`config.mk`:
```
export PLATFORM = sky130hd
export DESIGN_NAME = pin_timer_bank
export DESIGN_NICKNAME = d
export VERILOG_FILES = /design/src/rtl/pin_timer_pkg.sv /design/src/rtl/pin_timer_channel.sv /design/src/rtl/pin_timer_bank.sv
export SDC_FILE = /design/constraint.sdc
export NUM_CORES = 2
export LEC_CHECK = 0
export CAP_MARGIN = 20
export CORE_ASPECT_RATIO = 0.8
export CORE_MARGIN = 2
export CORE_UTILIZATION = 40
export CTS_CLUSTER_SIZE = 20
export DETAILED_ROUTE_END_ITERATION = 7
export GPL_TIMING_DRIVEN = 0
export HOLD_SLACK_MARGIN = 0.02
export PLACE_DENSITY = 0.58
export SLEW_MARGIN = 15
export SYNTH_ARGS = -nofsm -noshare
export SYNTH_HDL_FRONTEND = slang
export SYNTH_HIERARCHICAL = 1
export SYNTH_SLANG_ARGS = --single-unit
```
`constraint.sdc`:
```
create_clock -name clock -period 7.8 [get_ports clock]
set_input_delay 1.56 -clock clock [delete_from_list [all_inputs] [get_ports clock]]
set_output_delay 1.56 -clock clock [all_outputs]
set_load 0.005 [all_outputs]
```
`src/rtl/pin_timer_pkg.sv`:
```
`default_nettype none
// ============================================================================
//  Module      : pin_timer_pkg
//  Description : Shared encodings for the pin timer bank: channel modes,
//                per-channel register offsets, CTRL/STATUS bit positions and
//                the one-shot state encoding.
//  Revision    : 1.0  initial release
// ============================================================================
package pin_timer_pkg;

    // Channel output modes (CTRL[1:0]); the reserved code behaves as STATIC
    localparam logic [1:0] MODE_STATIC   = 2'd0;
    localparam logic [1:0] MODE_SQUARE   = 2'd1;
    localparam logic [1:0] MODE_ONESHOT  = 2'd2;
    localparam logic [1:0] MODE_RESERVED = 2'd3;

    // Register offsets inside a channel's four-word block
    localparam logic [1:0] REG_CTRL   = 2'd0;
    localparam logic [1:0] REG_PERIOD = 2'd1;
    localparam logic [1:0] REG_PULSE  = 2'd2;
    localparam logic [1:0] REG_STATUS = 2'd3;

    // CTRL bit positions
    localparam int CTRL_MODE_LSB  = 0;
    localparam int CTRL_LEVEL_BIT = 2;
    localparam int CTRL_START_BIT = 3;

    // One-shot sequencer states
    localparam logic [0:0] c_ST_IDLE = 1'b0;
    localparam logic [0:0] c_ST_RUN  = 1'b1;

    // Mode the hardware actually runs: the reserved code falls back to STATIC
    function automatic logic [1:0] eff_mode(input logic [1:0] mode);
        return (mode == MODE_RESERVED) ? MODE_STATIC : mode;
    endfunction

endpackage
`default_nettype wire

```
`src/rtl/pin_timer_channel.sv`:
```
`default_nettype none
// ============================================================================
//  Module      : pin_timer_channel
//  Description : One pin-waveform generator: CTRL/PERIOD/PULSE registers, a
//                tick counter, the one-shot IDLE/RUN sequencer and the
//                registered pin. A register write in a tick cycle takes
//                priority and that tick is dropped for this channel.
//  Revision    : 1.0  initial release
// ============================================================================
module pin_timer_channel
    import pin_timer_pkg::*;
#(
    parameter int DIV_W = 16
) (
    input  logic             clk,
    input  logic             rst,
    input  logic             i_tick,
    input  logic             i_wr_ctrl,
    input  logic             i_wr_period,
    input  logic             i_wr_pulse,
    input  logic [3:0]       i_ctrl_wdata,
    input  logic [DIV_W-1:0] i_val_wdata,
    output logic [1:0]       o_mode,
    output logic             o_level,
    output logic [DIV_W-1:0] o_period,
    output logic [DIV_W-1:0] o_pulse,
    output logic [DIV_W-1:0] o_cnt,
    output logic             o_busy,
    output logic             o_pin
);

    localparam logic [DIV_W-1:0] c_ONE = 1;

    logic [1:0]       r_mode;
    logic             r_level;
    logic [DIV_W-1:0] r_period;
    logic [DIV_W-1:0] r_pulse;
    logic [DIV_W-1:0] r_cnt;
    logic [0:0]       r_state;
    logic             r_pin;

    logic [1:0] w_new_mode;
    logic [1:0] w_new_eff;
    logic [1:0] w_cur_eff;
    logic       w_mode_chg;
    logic       w_start;
    logic       w_period_end;
    logic       w_pulse_end;

    assign w_new_mode   = i_ctrl_wdata[CTRL_MODE_LSB +: 2];
    assign w_new_eff    = eff_mode(w_new_mode);
    assign w_cur_eff    = eff_mode(r_mode);
    assign w_mode_chg   = (w_new_mode != r_mode);
    assign w_start      = i_ctrl_wdata[CTRL_START_BIT];
    // Compares are done at DIV_W width so the counter wraps, never overflows
    assign w_period_end = (r_cnt == (r_period - c_ONE));
    assign w_pulse_end  = (r_cnt == (r_pulse - c_ONE));

    // Register file, counter, one-shot sequencer and pin; writes beat ticks
    always_ff @(posedge clk) begin
        if (rst) begin
            r_mode   <= MODE_STATIC;
            r_level  <= 1'b0;
            r_period <= '0;
            r_pulse  <= '0;
            r_cnt    <= '0;
            r_state  <= c_ST_IDLE;
            r_pin    <= 1'b0;
        end else if (i_wr_ctrl) begin
            r_mode  <= w_new_mode;
            r_level <= i_ctrl_wdata[CTRL_LEVEL_BIT];
            case (w_new_eff)
                MODE_SQUARE: begin
                    // Rewriting the same mode leaves the wave running
                    if (w_mode_chg) begin
                        r_cnt   <= '0;
                        r_pin   <= 1'b0;
                        r_state <= c_ST_IDLE;
                    end
                end
                MODE_ONESHOT: begin
                    // Busy is only ever set in ONESHOT, so a mode change
                    // always arrives here idle
                    if (w_start && (r_state == c_ST_IDLE) && (r_pulse != '0)) begin
                        r_cnt   <= '0;
                        r_pin   <= 1'b1;
                        r_state <= c_ST_RUN;
                    end else if (w_mode_chg) begin
                        r_cnt   <= '0;
                        r_pin   <= 1'b0;
                        r_state <= c_ST_IDLE;
                    end
                end
                default: begin
                    r_cnt   <= '0;
                    r_pin   <= i_ctrl_wdata[CTRL_LEVEL_BIT];
                    r_state <= c_ST_IDLE;
                end
            endcase
        end else if (i_wr_period) begin
            r_period <= i_val_wdata;
            // A new half-period restarts the count; the pin level is kept
            if (w_cur_eff == MODE_SQUARE) begin
                r_cnt <= '0;
            end
        end else if (i_wr_pulse) begin
            r_pulse <= i_val_wdata;
        end else begin
            case (w_cur_eff)
                MODE_SQUARE: begin
                    if (r_period == '0) begin
                        r_cnt <= '0;
                        r_pin <= 1'b0;
                    end else if (i_tick) begin
                        if (w_period_end) begin
                            r_cnt <= '0;
                            r_pin <= ~r_pin;
                        end else begin
                            r_cnt <= r_cnt + c_ONE;
                        end
                    end
                end
                MODE_ONESHOT: begin
                    if ((r_state == c_ST_RUN) && i_tick) begin
                        if (w_pulse_end) begin
                            r_cnt   <= '0;
                            r_pin   <= 1'b0;
                            r_state <= c_ST_IDLE;
                        end else begin
                            r_cnt <= r_cnt + c_ONE;
                        end
                    end
                end
                default: begin
                end
            endcase
        end
    end

    assign o_mode   = r_mode;
    assign o_level  = r_level;
    assign o_period = r_period;
    assign o_pulse  = r_pulse;
    assign o_cnt    = r_cnt;
    assign o_busy   = (r_state == c_ST_RUN);
    assign o_pin    = r_pin;

endmodule
`default_nettype wire

```
`src/rtl/pin_timer_bank.sv`:
```
`default_nettype none
// ============================================================================
//  Module      : pin_timer_bank
//  Description : Memory-mapped bank of NUM_CH pin-waveform generators
//                (static level, square wave, one-shot pulse) sharing a
//                PRESCALE-cycle tick. Holds the prescaler, the address
//                decode and the registered read mux.
//  Revision    : 1.0  initial release
// ============================================================================
module pin_timer_bank
    import pin_timer_pkg::*;
#(
    parameter int          NUM_CH    = 8,
    parameter int          DIV_W     = 16,
    parameter int          PRESCALE  = 50,
    parameter logic [11:0] BASE_ADDR = 12'hF00
) (
    input  logic              clock,
    input  logic              reset,
    input  logic              wren,
    input  logic [11:0]       address,
    input  logic [31:0]       data,
    output logic [31:0]       q,
    output logic [NUM_CH-1:0] pins,
    output logic              tick
);

    localparam int          CH_W     = (NUM_CH > 1) ? $clog2(NUM_CH) : 1;
    localparam int          PS_W     = $clog2(PRESCALE);
    localparam logic [12:0] c_WIN_LO = 13'(BASE_ADDR);
    localparam logic [12:0] c_WIN_HI = 13'(int'(BASE_ADDR) + 4 * NUM_CH);

    logic [PS_W-1:0] r_presc;
    logic            r_tick;
    logic [31:0]     r_q;

    logic            w_in_win;
    logic [11:0]     w_off;
    logic [CH_W-1:0] w_ch;
    logic [1:0]      w_reg;
    logic [31:0]     w_rdata;
    logic [31:0]     w_unused_data;

    logic [1:0]       w_mode   [NUM_CH];
    logic             w_level  [NUM_CH];
    logic [DIV_W-1:0] w_period [NUM_CH];
    logic [DIV_W-1:0] w_pulse  [NUM_CH];
    logic [DIV_W-1:0] w_cnt    [NUM_CH];
    logic             w_busy   [NUM_CH];
    logic             w_pin    [NUM_CH];

    // Only the low data bits reach the channels
    assign w_unused_data = data;

    assign w_in_win = ({1'b0, address} >= c_WIN_LO) && ({1'b0, address} < c_WIN_HI);
    assign w_off    = address - BASE_ADDR;
    assign w_ch     = CH_W'(w_off >> 2);
    assign w_reg    = address[1:0];

    // Free-running prescaler; tick is registered one count early so it is
    // high exactly while the count sits at PRESCALE-1
    always_ff @(posedge clock) begin
        if (reset) begin
            r_presc <= '0;
            r_tick  <= 1'b0;
        end else begin
            r_presc <= (r_presc == PS_W'(PRESCALE - 1)) ? '0 : r_presc + 1'b1;
            r_tick  <= (r_presc == PS_W'(PRESCALE - 2));
        end
    end

    for (genvar gi = 0; gi < NUM_CH; gi++) begin : g_ch
        logic w_sel;
        assign w_sel = wren && w_in_win && (w_ch == CH_W'(gi));

        pin_timer_channel #(
            .DIV_W (DIV_W)
        ) u_channel (
            .clk          (clock),
            .rst          (reset),
            .i_tick       (r_tick),
            .i_wr_ctrl    (w_sel && (w_reg == REG_CTRL)),
            .i_wr_period  (w_sel && (w_reg == REG_PERIOD)),
            .i_wr_pulse   (w_sel && (w_reg == REG_PULSE)),
            .i_ctrl_wdata (data[3:0]),
            .i_val_wdata  (data[DIV_W-1:0]),
            .o_mode       (w_mode[gi]),
            .o_level      (w_level[gi]),
            .o_period     (w_period[gi]),
            .o_pulse      (w_pulse[gi]),
            .o_cnt        (w_cnt[gi]),
            .o_busy       (w_busy[gi]),
            .o_pin        (w_pin[gi])
        );

        assign pins[gi] = w_pin[gi];
    end

    // Read data for the addressed register; zero outside the window
    always_comb begin
        w_rdata = '0;
        if (w_in_win) begin
            case (w_reg)
                REG_CTRL:   w_rdata = {28'd0, 1'b0, w_level[w_ch], w_mode[w_ch]};
                REG_PERIOD: w_rdata = 32'(w_period[w_ch]);
                REG_PULSE:  w_rdata = 32'(w_pulse[w_ch]);
                default:    w_rdata = {16'(w_cnt[w_ch]), 14'd0, w_pin[w_ch], w_busy[w_ch]};
            endcase
        end
    end

    // Bus read data is registered every cycle, independent of wren
    always_ff @(posedge clock) begin
        if (reset) begin
            r_q <= '0;
        end else begin
            r_q <= w_rdata;
        end
    end

    assign q    = r_q;
    assign tick = r_tick;

endmodule
`default_nettype wire
```
Word-level counts from Yosys, hierarchy flattened
Index checks and enable logic that the tools add are counted.
{ "word_totals": {"register_bits": 463, "input_bits": 47, "out_inout_bits": 41, "word_cells": 709} }
{ "classes": {"addsub": 26, "order_cmp": 3, "eq_ne": 142, "n_mux": 287, "bitwise_logic": 34, "reduce_logical": 158} }
{ "op_table": {"columns": ["op", "count"], "rows": [
  ["16-bit 2-to-1 mux", 94],
  ["16-bit one-hot mux with 2 select lines", 16],
  ["16-bit == test", 16],
  ["16-bit by 1-bit subtractor with 16-bit output, second input constant", 16],
  ["16-bit binary-select mux with 3-bit select", 3],
  ["1-bit 2-to-1 mux", 134],
  ["16-bit by 1-bit adder with 16-bit output, second input constant", 8],
  ["16-bit zero test", 8],
  ["16-bit nonzero test", 8],
  ["32-bit one-hot mux with 3 select lines", 1],
  ["5-bit AND reduction", 16],
  ["3-bit by 1-bit != test with 1-bit output, second input constant", 24],
  ["1-bit logical AND", 58],
  ["7-bit AND reduction", 8],
  ["1-bit one-hot mux with 2 select lines", 24],
  ["2-bit nonzero test", 24],
  ["5-bit by 3-bit != test with 1-bit output, second input constant", 8],
  ["2-bit == test, second input constant", 19],
  ["1-bit NOT", 33],
  ["2-bit by 1-bit != test with 1-bit output, second input constant", 16],
  ["4-bit by 1-bit != test with 1-bit output, second input constant", 8],
  ["4-bit by 2-bit != test with 1-bit output, second input constant", 8],
  ["4-bit by 3-bit != test with 1-bit output, second input constant", 8],
  ["4-bit nonzero test", 8],
  ["other kinds (22)", 84]
]} }

Depth between registers and ports, before layout
{ "logic_depth": {"ltp_word": 9, "depth_mapped": 15, "mapped_depth_nobuf": 11} }

Cells and area by module
Netlist, hierarchy kept.
{ "modules_own_cells": {"columns": ["mod", "n_inst", "cells_each", "area_per_inst_um2", "seq_area_each_um2"], "rows": [
  ["pin_timer_channel (g_ch[3].u_channel ...)", 5, 483, 3641.0, 1061.0],
  ["pin_timer_channel (g_ch[0].u_channel ...)", 3, 482, 3553.4, 1061.0],
  ["pin_timer_bank", 1, 372, 4650.7, 780.7]
]} }

Worst setup path after synthesis
No wires, ideal clock.
{ "synth_path": {"path_type": "in2reg", "startpoint": "in address[2]", "endpoint": "reg g_ch[4].u_channel.r_cnt[3]", "setup_time_ps": 117, "arrival_time_ps": 4028, "required_ps": 7683, "slack_ps": 3655, "cell_stages": 13, "path_buffers": 7, "cell_sequence": "buf_6 buf_6 buf_6 buf_2 or2_2 clkbuf_1 nor2_1 clkbuf_1 nor2_1 a211oi_1 nor2_1 buf_2 a22o_1"} }
{ "synth_between": {"elab_chain_len": 7, "word_cells_on_any_way": 18, "cone_classes": "add/sub: 1; order compare: 2; eq/ne: 5; mux: 2; reduce/logical: 8"} }
{ "synth_lines": {"columns": ["element", "line", "rtl"], "rows": [
  ["from (decl)", "pin_timer_bank.sv:21", "input logic [11:0] address,"],
  ["12-bit >= comparator / 12-bit less-than comparator (equally long branches)", "pin_timer_bank.sv:55", "assign w_in_win = ({1'b0, address} >= c_WIN_LO) && ({1'b0, address} < c_WIN_HI);"],
  ["1-bit logical AND", "pin_timer_bank.sv:55", null],
  ["1-bit logical AND", "pin_timer_bank.sv:74", "assign w_sel = wren && w_in_win && (w_ch == CH_W'(gi));"],
  ["1-bit logical AND *", "pin_timer_bank.sv:74", null],
  ["1-bit logical AND, on equally long branches", "pin_timer_bank.sv:83, pin_timer_bank.sv:82, pin_timer_bank.sv:84", null],
  ["5-bit by 3-bit != test with 1-bit output (no source line), or another cell as far along", null, null],
  ["5-bit AND reduction (no source line) / 16-bit 2-to-1 mux (equally long branches)", null, null],
  ["to (signal assigned)", "pin_timer_channel.sv:119", "r_cnt <= r_cnt + c_ONE;"],
  ["to (signal assigned)", "pin_timer_channel.sv:130", "r_cnt <= r_cnt + c_ONE;"],
  ["to (decl)", "pin_timer_channel.sv:38", "logic [DIV_W-1:0] r_cnt;"]
]} }
Every way passes the cells marked *; elsewhere a longest branch is shown, timed or not.
A chain may end at the register's enable or synchronous reset.

Worst setup path after layout
{ "layout_path": {"startpoint": "in address[0]", "endpoint": "reg g_ch[6].u_channel.r_cnt[2]"} }
{ "layout_between": {"elab_chain_len": 7, "word_cells_on_any_way": 21, "cone_classes": "add/sub: 1; order compare: 2; eq/ne: 7; mux: 2; reduce/logical: 9"} }
{ "layout_lines": {"columns": ["element", "line"], "rows": [
  ["12-bit >= comparator / 12-bit less-than comparator (equally long branches)", "pin_timer_bank.sv:55"],
  ["1-bit logical AND", "pin_timer_bank.sv:55"],
  ["1-bit logical AND (2 in a row)", "pin_timer_bank.sv:74"],
  ["1-bit logical AND, on equally long branches", "pin_timer_bank.sv:83, pin_timer_bank.sv:82, pin_timer_bank.sv:84"],
  ["5-bit by 3-bit != test with 1-bit output (no source line), or another cell as far along", null],
  ["5-bit AND reduction (no source line) / 16-bit 2-to-1 mux (equally long branches)", null],
  ["to (signal assigned)", "pin_timer_channel.sv:119"],
  ["to (signal assigned)", "pin_timer_channel.sv:130"],
  ["to (decl)", "pin_timer_channel.sv:38"]
]} }
Parallel ways exist; a longest one is shown, timed or not.

==> metrics <==
GRT Util Overall=0.339; hold crit path type=reg -> reg; worst path required time=slightly above 8 ns; Seq cells post-synth=between 400 and 500; mux share of post-synthesis cell area=0.0957; first-pass GRT wire length=roughly 220000 um; vias in the first global route=30736; RSZ-0062 raised after global routing=no; drt pass-1 iters=8; initial antenna violation count=16; Peak Freq=between 0.15 and 0.2 GHz; CTS tree=built; Core ar.=between 80000 and 90000 um2; area of the mapped netlist=approximately 34000 um2; CTS HTree Levels=2; main combinational cell family by area after synthesis=simple AND/OR/NAND/NOR gates; First DRT Iteration DRCs=5444; startpoint types=primary input; critical path, cell by cell=clkdlybuf4s50_1 -> nor2b_1 -> buf_2 -> buf_1 -> nand4_1 -> nor2_1 -> nor2_1 -> a211oi_1 -> nor2_1 -> buf_2 -> a21oi_1 -> mux2i_1; final-report setup violation count=0; root buf cell=clkbuf_16; Nets=4460; met1 WL=66800 um; CTS-repair resized insts=0; post-synthesis sequential area ratio=0.277; R2R depth=10; Worst path depth=12; routed wl met2=about 56000 um; Post-Synth Adder-Cell Area=0.0161; cell count after synthesis=4233; Leakage=between 10 and 15 nW; io pins=88; count leader, synth=nand2_1; Compound-Gate Fraction of Synth Area=0.187; syn nets=4323; Worst Path Buf+Inv=4; CTS buffer count=54; VDD IR max=about 0.16 mV; critical path class=in -> reg; Detailed Route WL=around 150000 um; Top Metal Used=met5; Worst setup EP type=register; Synth top area share=0.277; fraction of registers with async set/reset=0; Setup TNS=0 ns; DRC violations left=0; Synth area leader=dfxtp_1; Worst-path clk slew=0.07 ns; HPWL Detailed=116000 um; Area contributors post-synth=dfxtp_1 28%, nand2_1 8.3%, mux4_2 6.9%; PD cells=145 nW/um2; die area=around 86000 um2; Fin Hold WS=0.482 ns; Post-synth top cells=744 x nand2_1, 463 x dfxtp_1, 367 x a21oi_1; DR vias/cell=6.34; Synth Area in Simple Gates=0.288; Worst slew margin=0.175; Max Cap Violations=0; Synth Area in XOR/XNOR=0.0836; Port Buf Inserts=68; floorplan row count=94; share of layout cells above drive strength 1=0.115; min-delay src=r_presc[0]; Clock Tree Buf Depth=3; Post-CTS Setup Inserts=0; # clock sinks=around 460; synthesis-to-finish area growth=12.5%; grt ovf=0; WL met3=between 20000 and 25000 um; fin crit period=5.63 ns; fin. max-slew vios=0; Syn. warnings=6; Die Ht=roughly 260 um; Final Cycle Share=0.721; worst slew pin tran=1.23 ns; Crit-path slowest cell=nor2_1; Post-synth EDFFs=0; largest net degree at the start of global routing=between 40 and 50; Final Hold Vio Count=0; post-synthesis cell type count=91; Arr. time, crit path=6.13 ns; routed len/inst=between 20 and 30 um; Worst Setup SP=address[0]; syn_area_per_cell=7.92 um2; Placer Congestion=roughly 1.0; worst skew pair latency=0.64 ns; CP delay by family, top=simple AND/OR/NAND/NOR gates; status=finished, final reports clean; Final ANT Viol Nets=0; Critical R2R Launch=g_ch[1].u_channel/o_pulse[0]; Worst Hold Depth=1; top_reg_cell synth=dfxtp_1; die width=about 330 um; hold buffers post-CTS=0; Vias=35012; starting density of the core=0.406; worst clock skew=0.0205 ns; Slowest Stage Delay on Critical Path=~0.77 ns; Fill cells=approximately 8300; crit-path most repeated cell=nor2_1; CP Max Fanout=10
-- cells in the final DEF (no fill, tap or decap), types with 55 or more instances in the layout --
master / count
clkbuf_1: 165
buf_2: 75
o21ai_0: 67
nand4_1: 71
dfxtp_1: 462
nand2_1: 744
xnor2_1: 191
inv_1: 135
xor2_1: 129
mux2i_1: 55
a21oi_1: 367
mux4_2: 103
nor3_1: 110
clkbuf_16: 57
nor2_1: 325
nand3_1: 167
-- stage by stage --
step / instance area, um2 / std cells / setup WS (ns) / util / total power, W
after floorplan: 33500 / 4233 / 3.66 / - / 0.00255
after global placement: 35600 / 5405 / 1.41 / 0.431 / 0.00269
after detailed placement: 35800 / 5418 / 1.89 / 0.433 / 0.00270
after CTS: 37700 / 5518 / 2.55 / 0.457 / 0.00547
after global routing: 37700 / 5518 / 2.25 / 0.457 / 0.00558
final: 37700 / 5519 / 2.17 / 0.457 / 0.00546
-- per-layer routing --
| layer | up-vias | global-route usage |
|---|---|---|
| met1 | 16743 | 0.515 |
| met3 | 297 | 0.116 |
| met4 | 12 | 0.0977 |
| met2 | 2287 | 0.438 |
| met5 | - | 0 |
| li1 | 15673 | - |
-- final cells by class --
class / count / area (um2) / share of cell area
clock buffer: 69 / 1530 / 0.0406
clock inverter: 31 / 393 / 0.0104
multi-input combinational: 3368 / 22500 / 0.596
inverter: 135 / 507 / 0.0134
timing repair buffer: 81 / 871 / 0.0231
buffer: 267 / 1270 / 0.0336
antenna: 1 / 2.50 / 0.0000664
tap: 1104 / 1380 / 0.0366
sequential: 463 / 9270 / 0.246
-- state kept, by name, summed over array words and instances (netlist names) --
signal / flops
g_ch.u_channel/o_mode: 16
g_ch.u_channel/o_pulse: 128
g_ch.u_channel/o_pin: 8
tick: 1
g_ch.u_channel/o_period: 128
g_ch.u_channel/o_cnt: 128
q: 32
g_ch.u_channel/o_busy: 8
r_presc: 6
g_ch.u_channel/o_level: 8
-- logic make-up after synthesis --
family / Yosys count
simple gates: 1887
compound gates: 930
flops: 463
buf+inv: 402
xor+xnor: 320
mux: 188
fa+ha+maj: 43
-- power breakdown --
part           internal [W]  total [W]  switching, W
Sequential          0.00237    0.00237    0.00000197
Clock               0.00165    0.00281       0.00115
Combinational     0.0000797   0.000284      0.000204
Total               0.00410    0.00546       0.00136
-- worst paths after layout --
kind                                end  slack [ns]
max reg2reg  g_ch[1].u_channel/o_cnt[9]        4.03
max          g_ch[6].u_channel/o_cnt[2]        2.17
min reg2reg                  r_presc[0]        0.48
min                          r_presc[0]        0.48
No activity file was read; power rests on OpenSTA's default activity.
